===== config.mk =====
export PLATFORM = sky130hd
export DESIGN_NAME = pipe_stage_elastic
export DESIGN_NICKNAME = d
export VERILOG_FILES = /design/src/rtl/pipe_pkg.sv /design/src/rtl/pipe_perf_cnt.sv /design/src/rtl/pipe_stage_elastic.sv
export SDC_FILE = /design/constraint.sdc
export NUM_CORES = 1
export LEC_CHECK = 0
export CORE_MARGIN = 1.5
export CORE_UTILIZATION = 45
export DETAILED_ROUTE_END_ITERATION = 10
export PLACE_DENSITY = 0.69
export SYNTH_ARGS = -nofsm -noshare
export SYNTH_HDL_FRONTEND = slang
export SYNTH_HIERARCHICAL = 1
export SYNTH_SLANG_ARGS = --single-unit
export TNS_END_PERCENT = 30

===== constraint.sdc =====
create_clock -name clk -period 3.32 [get_ports clk]
set_input_delay 0.498 -clock clk [delete_from_list [all_inputs] [get_ports clk]]
set_output_delay 0.498 -clock clk [all_outputs]
set_load 0.05 [all_outputs]

===== src/rtl/pipe_pkg.sv =====
// Shared types and constants for the elastic pipeline stage and its users.
// Per-boundary width defaults let each stage instantiate the block without magic numbers.
package pipe_pkg;

  typedef enum logic [1:0] {
    ST_EMPTY = 2'd0,
    ST_FULL  = 2'd1,
    ST_SKID  = 2'd2
  } pipe_state_t;

  localparam int CTRL_WRITE_MEM = 0;
  localparam int CTRL_WRITE_REG = 1;
  localparam int CTRL_READ_MEM  = 2;

  localparam int PIPE_CTRL_W  = 3;
  localparam int IF_ID_DATA_W  = 16;
  localparam int ID_EX_DATA_W  = 35;
  localparam int EX_MEM_DATA_W = 35;
  localparam int MEM_WB_DATA_W = 35;

endpackage


===== src/rtl/pipe_perf_cnt.sv =====
// Saturating 16-bit event counter with synchronous clear.
module pipe_perf_cnt (
  input  logic        clk,
  input  logic        rst_n,
  input  logic        inc,
  input  logic        clr,
  output logic [15:0] count
);

  // NOTE: sequential state uses non-blocking assignments so every register samples pre-edge values.
  always_ff @(posedge clk or negedge rst_n) begin
    if (!rst_n) begin
      count <= '0;
    end else if (clr) begin
      count <= '0;
    end else if (inc && (count != 16'hFFFF)) begin
      count <= count + 16'd1;
    end
  end

endmodule


===== src/rtl/pipe_stage_elastic.sv =====
// Elastic pipeline register: valid/ready handshake, 2-entry skid buffer, flush, bubble zeroing.
// Optional perf counters (stall_cnt, bubble_cnt) are built when PIPE_STAGE_PERF_EN is defined.
module pipe_stage_elastic
  import pipe_pkg::*;
#(
  parameter int                 CTRL_W     = 3,
  parameter int                 DATA_W     = 35,
  parameter logic [DATA_W-1:0]  RESET_DATA = '0
) (
  input  logic              clk,
  input  logic              rst_n,
  input  logic              in_valid,
  output logic              in_ready,
  input  logic [CTRL_W-1:0] in_ctrl,
  input  logic [DATA_W-1:0] in_data,
  input  logic              flush,
  output logic              out_valid,
  input  logic              out_ready,
  output logic [CTRL_W-1:0] out_ctrl,
  output logic [DATA_W-1:0] out_data
`ifdef PIPE_STAGE_PERF_EN
  ,
  output logic [15:0]       stall_cnt,
  output logic [15:0]       bubble_cnt
`endif
);

  pipe_state_t       state_q, state_d;
  logic [CTRL_W-1:0] main_ctrl_q, main_ctrl_d, skid_ctrl_q, skid_ctrl_d;
  logic [DATA_W-1:0] main_data_q, main_data_d, skid_data_q, skid_data_d;
  logic              in_fire, out_fire;

  // in_ready depends only on registered state and flush, never on out_ready.
  assign in_ready  = rst_n & (state_q != ST_SKID) & ~flush;
  assign out_valid = (state_q != ST_EMPTY);
  assign out_ctrl  = out_valid ? main_ctrl_q : '0;
  assign out_data  = main_data_q;
  assign in_fire   = in_valid & in_ready;
  assign out_fire  = out_valid & out_ready;

  // NOTE: every always_comb output gets a default first, so no path can infer a latch.
  always_comb begin
    state_d     = state_q;
    main_ctrl_d = main_ctrl_q;
    main_data_d = main_data_q;
    skid_ctrl_d = skid_ctrl_q;
    skid_data_d = skid_data_q;
    if (flush) begin
      state_d     = ST_EMPTY;
      main_ctrl_d = '0;
      skid_ctrl_d = '0;
    end else begin
      case (state_q)
        ST_EMPTY: begin
          if (in_fire) begin
            state_d     = ST_FULL;
            main_ctrl_d = in_ctrl;
            main_data_d = in_data;
          end
        end
        ST_FULL: begin
          if (in_fire && out_fire) begin
            main_ctrl_d = in_ctrl;
            main_data_d = in_data;
          end else if (in_fire) begin
            state_d     = ST_SKID;
            skid_ctrl_d = in_ctrl;
            skid_data_d = in_data;
          end else if (out_fire) begin
            state_d = ST_EMPTY;
          end
        end
        ST_SKID: begin
          if (out_fire) begin
            state_d     = ST_FULL;
            main_ctrl_d = skid_ctrl_q;
            main_data_d = skid_data_q;
          end
        end
        default: state_d = ST_EMPTY;
      endcase
    end
  end

  always_ff @(posedge clk or negedge rst_n) begin
    if (!rst_n) begin
      state_q     <= ST_EMPTY;
      main_ctrl_q <= '0;
      main_data_q <= RESET_DATA;
      skid_ctrl_q <= '0;
      skid_data_q <= RESET_DATA;
    end else begin
      state_q     <= state_d;
      main_ctrl_q <= main_ctrl_d;
      main_data_q <= main_data_d;
      skid_ctrl_q <= skid_ctrl_d;
      skid_data_q <= skid_data_d;
    end
  end

`ifdef PIPE_STAGE_PERF_EN
  pipe_perf_cnt u_stall_cnt (
    .clk   (clk),
    .rst_n (rst_n),
    .inc   (out_valid & ~out_ready),
    .clr   (flush),
    .count (stall_cnt)
  );

  pipe_perf_cnt u_bubble_cnt (
    .clk   (clk),
    .rst_n (rst_n),
    .inc   (~out_valid),
    .clr   (flush),
    .count (bubble_cnt)
  );
`endif

endmodule


==> results.cfg, run 1 <==
[yosys]
synth_top_area_share_pct = 52.6
synth_seq_area_share_pct = 52.6
synth_fp_nets = 344
avgSynthCellArea_sq_um = 12.5
syn_inst = 297
ys_types = 33
ys_seq_elements = 78
syn-cell-area_sq_um = 3710
post-synth-top-area-cell = dfrtp_1
synth.area.top_cells = dfrtp_1 53%, mux2_1 11%, mux2i_1 10%
synth-warning-count = 6

[drt]
drt_iter0_markers = 85
wire_per_inst_um = 15.9
drc = 0
antenna_left = 0
num_vias = 2571
via_per_inst = 5.36
firstDrtPassIters = 4
finalWirelength_um = 7650

[sta]
setup-violations-final = 0
relSlewSlack_pct = 50.4
finalClockSkew_ns = 0.00762
tightest_slew_ns = 0.743
period_needed_ns = 2.74
rsz0062_at_grt = no
maxSlewViolCount = 0
holdWs_ns = 0.0377
hold_viol = 0
fin_tns_setup_ns = 0
max_freq_mhz = 365
post-route-period-util_pct = 82.5

[clock_tree]
htree_levels = 3
post-cts-setup-buffers = 0
clkLatencyLatePin_ns = 0.34
numCtsBuffers = 9
hold_buffers = 0
cts_tree = yes
cts_root_buf = clkbuf_8
cts_resized = 0
clk_pin_slew_ns = 0.08
clkSinkCount = 78
cts_buffer_depth = 2

[global_routing]
antenna_found_initial = 0
grt_pass1_wl_um = 12700
grt_use_total_pct = 18.7
gr-total-overflow = 0
grt_max_degree = 60
grt_pass1_vias = 2466

[worst_setup_path]
cp_data_required_time_ns = 2.82
slowest_stage = clkdlybuf4s50_1
path_max_fanout = 14
worstPathCellList = clkdlybuf4s50_1, nor3b_1, clkdlybuf4s50_1
critPathKind = input port to output port
arrival_ns = 2.24
cpPeakStageDelay_ns = 0.83
start_kind = input port
end_kind = output port
cp_common_cell = clkdlybuf4s50_1

[final_layout]
multiInputGateArea_sq_um = 1620
seq_area_sq_um = 1950
final_cell_count_no_fill = 480
diodes = 0
n_fill_cell = 678
drive_above_1_share_pct = 14.8
final_cell_area_sq_um = 4810
area_delta_synth_final_pct = 29.6
nets = 420

[placed_design]
placed_cells = 464
dpl_cell_area_sq_um = 4560
portBuffers = 82
gp_congestion = 0.822
detailed_place_hpwl_um = 4860

[floorplan]
dieArea_sq_um = 8800
num_rows = 32
dieWidth_um = 93.8
io_pins = 83
initial_core_util_pct = 47.3
core_sq_um = 7850
fp.dieH_um = 93.8

[job]
cap_viol_max_count = 0

[power]
p_leak_uw = 0.00204
total_power_uw = 3240
power_density_nw_per_um2 = 673
vdd_ir_drop_max_v = 0.000420

[hold_path]
hp-class = input port to async pin

[status]
status = finished clean
[cell usage in the layout, fill, tap and decap left out]
master | Yosys | layout
clkdlybuf4s50_1 | 0 | 81
dfrtp_1 | 78 | 78
mux2i_1 | 38 | 38
nand3_1 | 36 | 36
mux2_1 | 35 | 35
o21ai_2 | 30 | 30
clkbuf_8 | 0 | 10
nand2_1 | 6 | 6
o21ai_1 | 6 | 6
buf_4 | 0 | 6
nor2b_1 | 5 | 5
nand2b_1 | 4 | 4
nand4b_1 | 4 | 4
a211o_1 | 4 | 4
inv_1 | 3 | 3
a21oi_1 | 3 | 3
nor2_1 | 3 | 3
ha_1 | 4 | 3
bufinv_16 | 0 | 3
o2bb2ai_1 | 2 | 2
a22o_1 | 2 | 2
clkinv_2 | 0 | 2
nor3b_1 | 1 | 1
and4bb_2 | 1 | 1
nand3_2 | 1 | 1
nand4bb_1 | 1 | 1
or2_1 | 1 | 1
and2_4 | 1 | 1
and4b_1 | 1 | 1
o21a_1 | 1 | 1
o32ai_1 | 1 | 1
a21o_1 | 1 | 1
o32a_1 | 1 | 1
nor3_1 | 1 | 1
ha_2 | 0 | 1
clkinv_4 | 0 | 1
[final cells by class]
| type | count | area share, % |
|---|---|---|
| well taps | 102 | 2.65 |
| clock inverters | 6 | 2.26 |
| clock buffers | 10 | 2.86 |
| flip-flops and latches | 78 | 40.6 |
| repair buffers | 87 | 17.8 |
| inverters | 3 | 0.234 |
| multi-input cells | 194 | 33.6 |
[worst max-delay path, delay by kind of cell]
family	cells	cell delay, ns
buffers and inverters	2	1.47
and+or+nand+nor	1	0.27
[registers in the layout, summed over array words and instances, names as in the netlist]
name and flops:
skid_ctrl_q 3, out_data 35, main_ctrl_q 3, state_q 2, skid_data_q 35
[where the power goes]
group	internal [uW]	leakage, uW	total (uW)	switching [uW]
clock network	519	0.000126	863	344
logic	407	0.000920	1060	648
registers	1190	0.000996	1320	130
total	2110	0.00204	3240	1120
[routing by layer]
| metal | share of wire, % | track usage, % | vias up |
|---|---|---|---|
| met5 | 0 | 0 | - |
| met4 | 0.94 | 4.48 | 0 |
| met3 | 6.0 | 6.07 | 6 |
| met2 | 47 | 28.6 | 75 |
| met1 | 46 | 25.9 | 1257 |
| li1 | - | - | 1233 |
[path summary, 6_finish.rpt]
check | from | endpoint | slack, ns | cells past startpoint
worst max register to register | state_q[0]$_DFFE_PN0P_ | skid_data_q[19]$_DFFE_PN0P_ | 0.90 | 6
worst max-delay path | flush | in_ready | 0.58 | 3
worst min-delay path | rst_n | out_data[29]$_DFFE_PN0P_ | 0.04 | 1
max in group asynchronous | rst_n | skid_data_q[17]$_DFFE_PN0P_ | 2.24 | 2
worst min register to register | skid_data_q[30]$_DFFE_PN0P_ | skid_data_q[30]$_DFFE_PN0P_ | 0.49 | 1
min in group clk | skid_data_q[30]$_DFFE_PN0P_ | skid_data_q[30]$_DFFE_PN0P_ | 0.49 | 1
[logic make-up (layout without fill, tap and decap cells)]
logic type,after synthesis,count (layout),synth area share [%]
AO/OA/AOI/OAI,51,51,11.1
flip-flops,78,78,52.6
AND/OR/NAND/NOR,66,66,10.2
adder cells (fa/ha/maj),4,4,1.35
buffers and inverters,25,106,3.91
multiplexers,73,73,20.9
[metrics by stage]
| stage | utilization [%] | worst slack, ns |
|---|---|---|
| 4_1_cts | 61.3 | 0.570 |
| 6_report | 61.3 | 0.581 |
| 2_1_floorplan | - | 0.555 |
| 3_3_place_gp | 58.1 | 0.621 |
| 5_1_grt | 61.3 | 0.430 |
| 3_5_place_dp | 58.1 | 0.586 |
[cells in the mapped netlist]
library cell	number
mux2_1	35
nand3_1	36
dfrtp_1	78
mux2i_1	38
a21o_1	1
nor3_1	1
o32ai_1	1
buf_6	6
nor2b_1	5
o2bb2ai_1	2
nand2_1	6
nor3b_1	1
nor2_1	3
inv_1	3
o21ai_1	6
clkbuf_1	8
o32a_1	1
a211o_1	4
or2_1	1
and4b_1	1
o21ai_2	30
and4bb_2	1
o21a_1	1
buf_1	3
a21oi_1	3
and2_4	1
nand3_2	1
a22o_1	2
nand4b_1	4
ha_1	4
nand2b_1	4
buf_2	5
nand4bb_1	1
(Power assumes the default switching activity.)
==> inputs of run 2 (changes only) <==
- clock period: 3.32 -> 2.6 ns (I/O delays scaled with it)
==> run 2 against run 1 <==
Compared with the run above:
- via count increased by 2.1%
- global-route usage is 0.17 points higher
- worst hold slack gained 0.36 ns
- register-to-register slack worse by 0.45 ns
- clock-buffer cell count is 1 higher
- first-iteration DRC count increased by 12%
- largest cell class unchanged
==> results.cfg, run 2 (synthesis gave the netlist of run 1 again) <==
[final_layout]
final_common_cell = clkdlybuf4s50_1
drive_above_1_share_pct = 15.7
final_cell_mix = 79 x clkdlybuf4s50_1, 78 x dfrtp_1, 38 x mux2i_1
final_cell_area_sq_um = 4880
nets = 424
area_delta_synth_final_pct = 31.6
diodes = 0

[worst_setup_path]
r2r_end = out_data[33]$_DFFE_PN0P_
worst_r2r_path_depth = 7
cpPeakStageDelay_ns = 0.81
cp_data_required_time_ns = 2.21
critPathKind = register to output port
arrival_ns = 2.08
end_kind = output port
reg2reg_slack_ns = 0.45
path_delay_family = buffers and inverters
path_max_fanout = 8
worstPathCellList = inv_1, ha_1, nor2b_1, clkdlybuf4s50_1
path_buf_inv = 2
rr_startpoint = state_q[0]$_DFFE_PN0P_
start_kind = register
critical_path.startpoint = state_q[0]$_DFFE_PN0P_
slowest_stage = clkdlybuf4s50_1

[power]
power_frac_clock_pct = 28.4
vdd_ir_drop_max_v = 0.000461
p_int_uw = 2810
sw_frac_of_total_pct = 33.8
p_switching_uw = 1430
p_leak_uw = 0.00209
power_density_nw_per_um2 = 869
power_frac_seq_pct = 39.6
power_frac_comb_pct = 32.0

[drt]
num_vias = 2624
wire_per_inst_um = 16.0
finalWirelength_um = 7760
drc = 0
drt_iter0_markers = 95
firstDrtPassIters = 4
via_per_inst = 5.42
antenna_left = 0

[clock_tree]
cts_buffer_depth = 2
htree_levels = 3
clkLatencyLatePin_ns = 0.35
numCtsBuffers = 9
clkSinkCount = 78
cts_root_buf = clkbuf_8
cts_tree = yes
post-cts-setup-buffers = 0
clk_pin_slew_ns = 0.07

[global_routing]
gr-total-overflow = 0
grt_use_total_pct = 18.9
antenna_found_initial = 0
grt_max_degree = 42
grt_pass1_wl_um = 12600
grt_pass1_vias = 2573

[sta]
setup-violations-final = 0
finalClockSkew_ns = 0.0102
post-route-period-util_pct = 94.8
max_freq_mhz = 406
maxSlewViolCount = 0
tightest_slew_ns = 0.615
fin_tns_setup_ns = 0
hold_viol = 0
rsz0062_at_grt = no
period_needed_ns = 2.47
relSlewSlack_pct = 59.0

[job]
cap_viol_max_count = 0

[floorplan]
io_pins = 83
core_sq_um = 7850
dieArea_sq_um = 8800
fp.dieH_um = 93.8
num_rows = 32
initial_core_util_pct = 47.3
dieWidth_um = 93.8

[placed_design]
detailed_place_hpwl_um = 4880
dpl_cell_area_sq_um = 4600
gp_congestion = 0.836
portBuffers = 82

[hold_path]
hp-class = input port to async pin

[status]
status = finished clean
-- run 2: area by class of cell --
cell class / count / area (sq um)
inverters: 3 / 11.3
flip-flops and latches: 78 / 1950
clock buffers: 11 / 141
clock inverters: 5 / 129
repair buffers: 91 / 901
fillers: 667 / 2970
multi-input cells: 194 / 1620
well taps: 102 / 128
-- run 2: timing repair --
action	CTS	global route
setup endpoints to repair	0	1
gates resized for setup	0	1
hold endpoints to repair	2	0
hold buffers	1	0
-- run 2: through the flow --
stage                     setup slack [ns]  hold WS, ns  util (%)  total power (uW)  std cells
final                                0.135        0.400      62.2              4240        484
after global routing               0.00912        0.394      62.2              4430        484
after CTS                            0.111        0.383      62.2              4290        484
after detailed placement             0.346        0.207      58.6              3070        467
after global placement               0.382        0.209      58.6              3040        467
after floorplan                      0.424       0.0944         -              2570        297
-- run 2: how the worst max path moves through the flow --
stage	to	slack (ns)	cells after the start
global placement	out_data[31]$_DFFE_PN0P_	0.38	6
detailed placement	out_data[32]$_DFFE_PN0P_	0.35	6
floorplan	in_ready	0.42	5
finish	out_ctrl[0]	0.13	4
global route	out_ctrl[0]	0.009	4
CTS	out_ctrl[0]	0.11	4
-- run 2: per-layer routing --
layer  global-route usage [%]  vias up  routed length (um)
met5                        0        -                   0
met4                     4.48        0                  72
met3                     6.47        7                 431
met2                     30.5       71                3810
met1                     24.5     1301                3450
li1                         -     1245                   -
-- run 2: power groups by stage --
stage / Clock (uW) / Combinational (uW) / Sequential (uW)
2_1_floorplan: 0 / 390 / 2180
3_3_place_gp: 0 / 1340 / 1690
3_5_place_dp: 0 / 1370 / 1700
4_1_cts: 1230 / 1370 / 1680
5_1_grt: 1290 / 1440 / 1710
6_report: 1210 / 1360 / 1680
==> inputs of run 3 (changes only) <==
- GPL_TIMING_DRIVEN: unset -> 0
- MAX_ROUTING_LAYER: unset -> met4
- clock period: 2.6 -> 2.64 ns (I/O delays scaled with it)
==> run 3 against run 2 <==
Compared with the run above:
- sequential power about the same
- first-iteration DRC count up 14%
- worst setup slack better by 0.042 ns
- sequential share of layout area down 0.35 points
- die area unchanged
- clock skew up 0.0046 ns
- via count up 2.5%
- flip-flop and latch count unchanged
- clock-buffer cell count down 1
- register-to-register slack worse by 0.10 ns
==> results.cfg, run 3 (synthesis gave the netlist of run 1 again) <==
[status]
status = finished clean

[worst_setup_path]
start_kind = register
cp_data_required_time_ns = 2.24
end_kind = output port
slowest_stage = clkdlybuf4s50_1
worstPathCellList = inv_1, ha_1, inv_1, clkdlybuf4s50_1
path_buf_inv = 3
arrival_ns = 2.07
cpPeakStageDelay_ns = 0.81
cp_common_cell = inv_1
path_max_fanout = 8
critPathKind = register to output port
path_delay_family = buffers and inverters

[clock_tree]
clkSinkCount = 78
cts_buffer_depth = 2
clk_pin_slew_ns = 0.08
cts_root_buf = clkbuf_8
cts_tree = yes
numCtsBuffers = 9
htree_levels = 3
clkLatencyLatePin_ns = 0.34

[sta]
post-route-period-util_pct = 93.3
maxSlewViolCount = 0
rsz0062_at_grt = no
finalClockSkew_ns = 0.0148
fin_ws_ns = 0.176
period_needed_ns = 2.46
relSlewSlack_pct = 38.7
hold_viol = 0
tightest_slew_ns = 0.916
setup-violations-final = 0
max_freq_mhz = 406

[drt]
antenna_left = 0
drt_iter0_markers = 108
num_vias = 2690
wire_per_inst_um = 16.1
firstDrtPassIters = 4
finalWirelength_um = 8030
via_per_inst = 5.40
drc = 0

[placed_design]
gp_congestion = 0.799
placed_cells = 482
portBuffers = 82
detailed_place_hpwl_um = 5470
dp_slack_ns = -0.0663

[power]
p_leak_uw = 0.00209
vdd_ir_drop_max_v = 0.000455
power_density_nw_per_um2 = 812

[global_routing]
antenna_found_initial = 0
grt_pass1_wl_um = 13000
grt_use_total_pct = 19.8
gr-total-overflow = 0
grt_pass1_vias = 2661
grt_max_degree = 53

[final_layout]
area_delta_synth_final_pct = 32.7
drive_above_1_share_pct = 15.7
final_common_cell = clkdlybuf4s50_1
final_cell_mix = 80 x clkdlybuf4s50_1, 78 x dfrtp_1, 38 x mux2i_1
nets = 439
diodes = 0
final_cell_count_no_fill = 498

[floorplan]
dieArea_sq_um = 8800
initial_core_util_pct = 47.3
core_sq_um = 7850
io_pins = 83
dieWidth_um = 93.8
num_rows = 32
fp.dieH_um = 93.8

[job]
cap_viol_max_count = 0

[hold_path]
hp-class = input port to async pin
-- run 3: cell types whose count changed in the layout (fill, tap and decap cells not counted), sizes merged --
cell           before  now
buf                10   16
bufinv              4    2
clkbuf             11   17
clkdlybuf4s50      79   80
clkinv              0    1
clkinvlp            0    2
dlygate4sd2         0    1
dlygate4sd3         1    2
dlymetal6s2s        1    0
inv                 4    3
-- run 3: per-layer routing --
| metal | track usage [%] | wire (um) |
|---|---|---|
| met1 | 26.4 | 3740 |
| met2 | 29.9 | 3810 |
| met3 | 4.21 | 402 |
| met4 | 7.34 | 74 |
| met5 | - | 0 |
-- run 3: timing repair --
| item | CTS | global route |
|---|---|---|
| setup buffers | 0 | 0 |
| gates resized for setup | 1 | 0 |
| hold buffers | 2 | 0 |
| setup endpoints to repair | 1 | 0 |
| endpoints found under the hold margin | 12 | 0 |
-- run 3: worst paths after layout --
path,from,endpoint,slack [ns],cells past startpoint
min in group clk,skid_data_q[29]$_DFFE_PN0P_,skid_data_q[29]$_DFFE_PN0P_,0.49,1
hold / removal,rst_n,main_ctrl_q[1]$_DFFE_PN0P_,0.04,2
setup / recovery,state_q[0]$_DFFE_PN0P_,out_valid,0.18,4
hold reg to reg,skid_data_q[29]$_DFFE_PN0P_,skid_data_q[29]$_DFFE_PN0P_,0.49,1
setup reg to reg,state_q[0]$_DFFE_PN0P_,skid_data_q[26]$_DFFE_PN0P_,0.35,7
max in group asynchronous,rst_n,out_data[33]$_DFFE_PN0P_,1.30,2
-- run 3: area by class of cell --
class	count	area [sq um]
Tap cell	102	128
Multi-Input combinational cell	194	1620
Buffer	21	130
Inverter	3	11.3
Clock inverter	5	83.8
Fill cell	666	2920
Timing Repair Buffer	85	865
Clock buffer	10	138
Sequential cell	78	1950
-- run 3: power breakdown --
group / internal, uW / total (uW) / switching (uW)
Clock: 555 / 1000 / 445
Combinational: 524 / 1350 / 827
Sequential: 1490 / 1650 / 156
Total: 2570 / 4000 / 1430
-- run 3: worst register-to-register path: stages, from the launching register on --
cell and delay (ns):
dfrtp_1 0.40, inv_1 0.08, ha_1 0.25, buf_6 0.19, and4bb_2 0.37, nand3_2 0.25, buf_2 0.31, mux2_1 0.34
-- run 3: per-stage QoR --
step	total power [uW]	utilization, %	setup TNS [ns]	instance area [sq um]	hold WS, ns
6_report	4000	62.8	0	4920	0.0358
5_1_grt	4180	62.8	0	4920	0.0529
4_1_cts	4040	62.8	0	4920	0.0402
3_5_place_dp	3040	59.7	-0.0663	4690	0.373
3_3_place_gp	3000	59.4	-359.13	4660	0.473
2_1_floorplan	2530	-	0	3710	0.100
==> variant 1: new RTL, settings of run 3 <==
Change the parameter `CTRL_W` from 3 to 6.
--- a/src/rtl/pipe_stage_elastic.sv
+++ b/src/rtl/pipe_stage_elastic.sv
@@ -5,3 +5,3 @@
 #(
-  parameter int                 CTRL_W     = 3,
+  parameter int                 CTRL_W     = 6,
   parameter int                 DATA_W     = 35,
Ports: changed (resized in_ctrl and out_ctrl); port bits go from 83 to 89. The function was not compared with the original's and may differ.
==> variant 1 against run 3 <==
The run now ends with design-rule violations left. Clock skew shrank 0.0065 ns. Sequential cell count grew 6. Wire length rose by 5.9%. Global-route usage decreased by 0.74 points. Setup slack better by 0.033 ns. Register-to-register slack got worse by 0.05 ns. Cell area increased by 8.9%. Core utilization down 1.8 points. Area after synthesis is 12% higher. Synthesized cell count down 4.7%.
Power is not compared: it rests on default switching activity, and its combinational part moved more than twofold at a synthesized area within 25%.
==> variant 1: results (changes against run 3) <==
<table>
<tr><th>Metric</th><th>Value</th></tr>
<tr><th colspan="2">Outcome</th></tr>
<tr><td>Status</td><td>finished, violations left</td></tr>
<tr><td>Failing checks</td><td>design-rule violations</td></tr>
<tr><th colspan="2">Route</th></tr>
<tr><td>Number of DRC violations after detailed routing</td><td>4 (+4)</td></tr>
<tr><td>Initial DRC Count</td><td>86 (-20%)</td></tr>
<tr><td>Met2 wire length</td><td>3890 um (+2.1%)</td></tr>
<tr><td>Via count of the routed design</td><td>2,621 (-2.6%)</td></tr>
<tr><td>Routed length on met3</td><td>362 um (-10%)</td></tr>
<tr><th colspan="2">Synth</th></tr>
<tr><td>Share of synthesized area spent on multiplexers</td><td>0.329 (+0.120)</td></tr>
<tr><td>Complex-gate fraction of the synthesized area</td><td>0.0674 (-0.0436)</td></tr>
<tr><td>Most area-consuming cells after synthesis</td><td>sky130_fd_sc_hd__dfrtp_1 (51%), sky130_fd_sc_hd__mux2_2 (21%), sky130_fd_sc_hd__mux2_4 (11%)</td></tr>
<tr><td>Post-synth top area share</td><td>0.508 (-0.0184)</td></tr>
<tr><td>Post-Syn Nets</td><td>333 (-3.2%)</td></tr>
<tr><td>Number of distinct library cell variants in the gate-level netlist after synthesis</td><td>38 (+15%)</td></tr>
<tr><th colspan="2">GRT</th></tr>
<tr><td>Global-route track usage on met2</td><td>0.281 (-0.0183)</td></tr>
<tr><td>Vias in the first global route</td><td>2,788 (+4.8%)</td></tr>
<tr><td>Global routing usage summed across all routing layers</td><td>0.190 (-0.00736)</td></tr>
<tr><td>First-pass GRT wire length</td><td>14,200 um (+9.9%)</td></tr>
<tr><td>Met1 Usage GRT</td><td>0.259 (-0.00457)</td></tr>
<tr><th colspan="2">Worst setup path</th></tr>
<tr><td>Delay of the slowest critical-path stage</td><td>0.53 ns (-0.28 ns)</td></tr>
<tr><td>Largest fanout of any net on the critical path</td><td>19 (+11)</td></tr>
<tr><td>Slowest-stage cell, CP</td><td>sky130_fd_sc_hd__clkdlybuf4s15_1</td></tr>
<tr><td>Arrival time at the worst endpoint</td><td>2.03 ns (-0.04 ns)</td></tr>
<tr><th colspan="2">Placed design</th></tr>
<tr><td>Routability congestion estimate from global placement</td><td>0.814 (+1.8%)</td></tr>
<tr><td>Port buffer count</td><td>88 (+7.3%)</td></tr>
<tr><th colspan="2">Cells and area</th></tr>
<tr><td>Number of nets at the end of the flow</td><td>433 (-1.4%)</td></tr>
<tr><th colspan="2">Timing</th></tr>
<tr><td>Post-Route Skew</td><td>0.00837 ns (-0.00648 ns)</td></tr>
</table>
[variant 1: logic make-up after synthesis]
| kind of cell | count (synthesis) |
|---|---|
| buffers and inverters | 21 |
| adders and majority gates | 4 |
| and+or+nand+nor | 28 |
| muxes | 111 |
| DFF | 84 |
| AOI/OAI and AO/OA | 35 |
[variant 1: power by group]
part | total, mW | switching, mW | internal (mW)
Sequential | 2.18 | 0.302 | 1.87
Combinational | 3.02 | 1.67 | 1.35
Clock | 0.785 | 0.453 | 0.332
[variant 1: path summary, 6_finish.rpt]
kind	slack [ns]	cells after the start	startpoint	to
worst max-delay path	0.21	5	state_q[0]	in_ready
worst min-delay path	0.03	2	rst_n	skid_data_q[20]
worst max register to register	0.30	6	state_q[0]	out_data[10]
worst min register to register	0.49	1	skid_data_q[3]	skid_data_q[3]
max in group asynchronous	2.31	2	rst_n	skid_data_q[7]
min in group clk	0.49	1	skid_data_q[3]	skid_data_q[3]
[variant 1: stage by stage]
stage               setup WS [ns]  total power, mW  instance area (um^2)  instances  hold slack (ns)
floorplan                 0.00945             4.29                  4140        283            0.100
global placement            -3.03             5.17                  5160        479            0.462
detailed placement        -0.0547             5.24                  5180        480            0.371
CTS                        0.0179             6.05                  5350        495           0.0192
global route               0.0655             6.32                  5370        495           0.0179
finish                      0.209             5.98                  5370        495           0.0308
[variant 1: area by class of cell]
type	count	share of cell area
flip-flops and latches	84	0.392
multi-input cells	178	0.352
repair buffers	90	0.174
well taps	108	0.0252
clock buffers	10	0.0238
plain buffers	15	0.0238
clock inverters	5	0.00560
inverters	5	0.00350
[variant 1: timing repair]
action | CTS | global route
hold buffers | 1 | 0
gates resized for setup | 4 | 5
endpoints found under the hold margin | 30 | 0
setup endpoints to repair | 3 | 5
cloned | 0 | 0
==> variant 2: new RTL, config.mk and constraints of run 3 <==
Without the edit above. Make the reset (`rst_n`) synchronous in one clocked block.
--- a/src/rtl/pipe_stage_elastic.sv
+++ b/src/rtl/pipe_stage_elastic.sv
@@ -84,3 +84,3 @@
 
-  always_ff @(posedge clk or negedge rst_n) begin
+  always_ff @(posedge clk) begin
     if (!rst_n) begin
Behaviour: differs if rst_n is asserted again (counterexample within 4 cycles, from zero or initial values and one cycle with rst_n low); with rst_n held inactive, the same outputs for 4 cycles.
==> variant 2 against run 3 <==
Maximum frequency is 4.4% higher. Area after synthesis down 1.2%. Global-route usage grew 4.2 points. First-iteration DRC count is 8.3% higher. Wire length is 23% higher. Worst hold slack improved by 0.43 ns. Sequential cell count unchanged. Non-clock buffer count rose by 23. Cell area down 1.6%. Critical path depth shrank 1. Setup slack improved by 0.10 ns. Critical endpoint is now out_ctrl[2].
Power is not compared: it rests on default switching activity, and its combinational part moved more than twofold at a synthesized area within 25%.
==> variant 2: results (changes against run 3) <==
<table>
<tr><th>Metric</th><th>Value</th></tr>
<tr><th colspan="2">Synth</th></tr>
<tr><td>Number of distinct library cell variants in the gate-level netlist after synthesis</td><td>28 (-15%)</td></tr>
<tr><td>Most area-consuming cells after synthesis</td><td>sky130_fd_sc_hd__dfxtp_1 (43%), sky130_fd_sc_hd__mux2i_1 (11%), sky130_fd_sc_hd__a211oi_2 (10%)</td></tr>
<tr><td>Post-Syn Nets</td><td>422 (+23%)</td></tr>
<tr><td>Most instantiated flip-flop cell in the synthesis netlist</td><td>sky130_fd_sc_hd__dfxtp_1</td></tr>
<tr><td>Sequential fraction of the synthesis area</td><td>0.426 (-0.100)</td></tr>
<tr><td>Most used standard cells in the synthesized netlist</td><td>sky130_fd_sc_hd__dfxtp_1 (78), sky130_fd_sc_hd__a211oi_1 (47), sky130_fd_sc_hd__mux2i_1 (39)</td></tr>
<tr><th colspan="2">Worst setup path</th></tr>
<tr><td>Arrival time at the worst endpoint</td><td>1.96 ns (-0.11 ns)</td></tr>
<tr><td>Largest fanout of any net on the critical path</td><td>9 (+1)</td></tr>
<tr><td>Reg-to-Reg Start</td><td>state_q[0]</td></tr>
<tr><td>Worst setup path startpoint</td><td>state_q[0]</td></tr>
<tr><td>Cell depth of the worst flop-to-flop path</td><td>5 (-2)</td></tr>
<tr><th colspan="2">Power and ir drop</th></tr>
<tr><td>Leakage power</td><td>1.84 nW</td></tr>
<tr><th colspan="2">GRT</th></tr>
<tr><td>Met1 Usage GRT</td><td>0.308 (+0.0447)</td></tr>
<tr><td>Global-route track usage on met2</td><td>0.383 (+0.0845)</td></tr>
<tr><td>Largest net degree at the start of global routing</td><td>14 (-74%)</td></tr>
<tr><td>Global routing met3 resource utilization</td><td>0.0512 (+0.00915)</td></tr>
<tr><td>First-pass GRT wire length</td><td>16,000 um (+23%)</td></tr>
<tr><td>Vias in the first global route</td><td>3,181 (+20%)</td></tr>
<tr><th colspan="2">Timing</th></tr>
<tr><td>Least-Margin Pin Slew</td><td>0.764 ns (-0.152 ns)</td></tr>
<tr><td>Post-Route Skew</td><td>0.0107 ns (-0.00418 ns)</td></tr>
<tr><th colspan="2">Route</th></tr>
<tr><td>Routed wire length</td><td>9850 um (+23%)</td></tr>
<tr><th colspan="2">Placed design</th></tr>
<tr><td>Routability congestion estimate from global placement</td><td>0.824 (+3.1%)</td></tr>
<tr><td>Detailed-placement wirelength estimate</td><td>6540 um (+19%)</td></tr>
<tr><th colspan="2">Outcome</th></tr>
<tr><td>Status</td><td>completed</td></tr>
<tr><th colspan="2">Cells and area</th></tr>
<tr><td>Ratio of cells with drive above 1 in the final layout</td><td>0.157 (+0.000667)</td></tr>
<tr><td>Fill cell count</td><td>696 (+4.5%)</td></tr>
<tr><td>Number of nets at the end of the flow</td><td>515 (+17%)</td></tr>
<tr><th colspan="2">Hold path</th></tr>
<tr><td>Worst hold path class</td><td>reg -&gt; reg</td></tr>
<tr><th colspan="2">CTS</th></tr>
<tr><td>Clock latency at the later pin of the worst-skew pair</td><td>0.35 ns</td></tr>
</table>
==> variant 2: worst max-delay path, cell delays in order (launching register included) <==
cell	delay, ns
sky130_fd_sc_hd__dfxtp_1	0.48
sky130_fd_sc_hd__nor2_1	0.15
sky130_fd_sc_hd__nor2b_1	0.17
sky130_fd_sc_hd__clkdlybuf4s50_1	0.82
==> variant 2: layout make-up <==
| class | instances | area [um^2] | share of cell area |
|---|---|---|---|
| repair buffers | 82 | 816 | 0.168 |
| inverters | 3 | 11.3 | 0.00232 |
| plain buffers | 47 | 250 | 0.0516 |
| well taps | 102 | 128 | 0.0263 |
| clock inverters | 6 | 110 | 0.0227 |
| multi-input cells | 251 | 1840 | 0.380 |
| flip-flops and latches | 78 | 1560 | 0.322 |
| clock buffers | 10 | 128 | 0.0263 |
==> variant 2: metrics by stage <==
step | std cells | area [um^2] | setup TNS (ns) | power (mW) | worst slack (ns)
6_report | 579 | 4850 | 0 | 2.76 | 0.280
5_1_grt | 579 | 4850 | 0 | 2.85 | 0.197
4_1_cts | 579 | 4850 | 0 | 2.77 | 0.0918
3_5_place_dp | 563 | 4610 | -0.00756 | 1.71 | -0.00756
3_3_place_gp | 563 | 4610 | 0 | 1.70 | 0.0347
2_1_floorplan | 379 | 3670 | 0 | 1.53 | 0.644
==> variant 2: report_power, final <==
part | total, mW | switching, mW | leakage [nW] | internal [mW]
clock | 1.08 | 0.448 | 0.112 | 0.627
combinational | 0.454 | 0.273 | 1.10 | 0.181
sequential | 1.23 | 0.0196 | 0.633 | 1.21
==> variant 2: logic make-up (layout without fill, tap and decap cells) <==
group / Yosys count / after routing / share of synthesized area
AOI/OAI and AO/OA: 156 / 156 / 0.310
DFF: 78 / 78 / 0.426
and+or+nand+nor: 56 / 56 / 0.0863
buffers and inverters: 50 / 148 / 0.0713
muxes: 39 / 39 / 0.106
==> variant 2: repair_timing <==
item                       in CTS  in global routing
pin swaps                       0                  0
resized for setup               1                  2
setup endpoints to repair       1                  1
==> variant 2: path summary, 6_finish.rpt <==
kind / slack [ns] / end
hold reg to reg: 0.46 / skid_ctrl_q[2]
setup / recovery: 0.28 / out_ctrl[2]
hold / removal: 0.46 / skid_ctrl_q[2]
setup reg to reg: 0.91 / skid_data_q[21]
==> variant 2: routing by layer <==
metal | share of wire | up-vias
met5 | 0 | -
met4 | 0.012 | 0
met3 | 0.047 | 10
met2 | 0.46 | 86
met1 | 0.48 | 1569
li1 | - | 1611
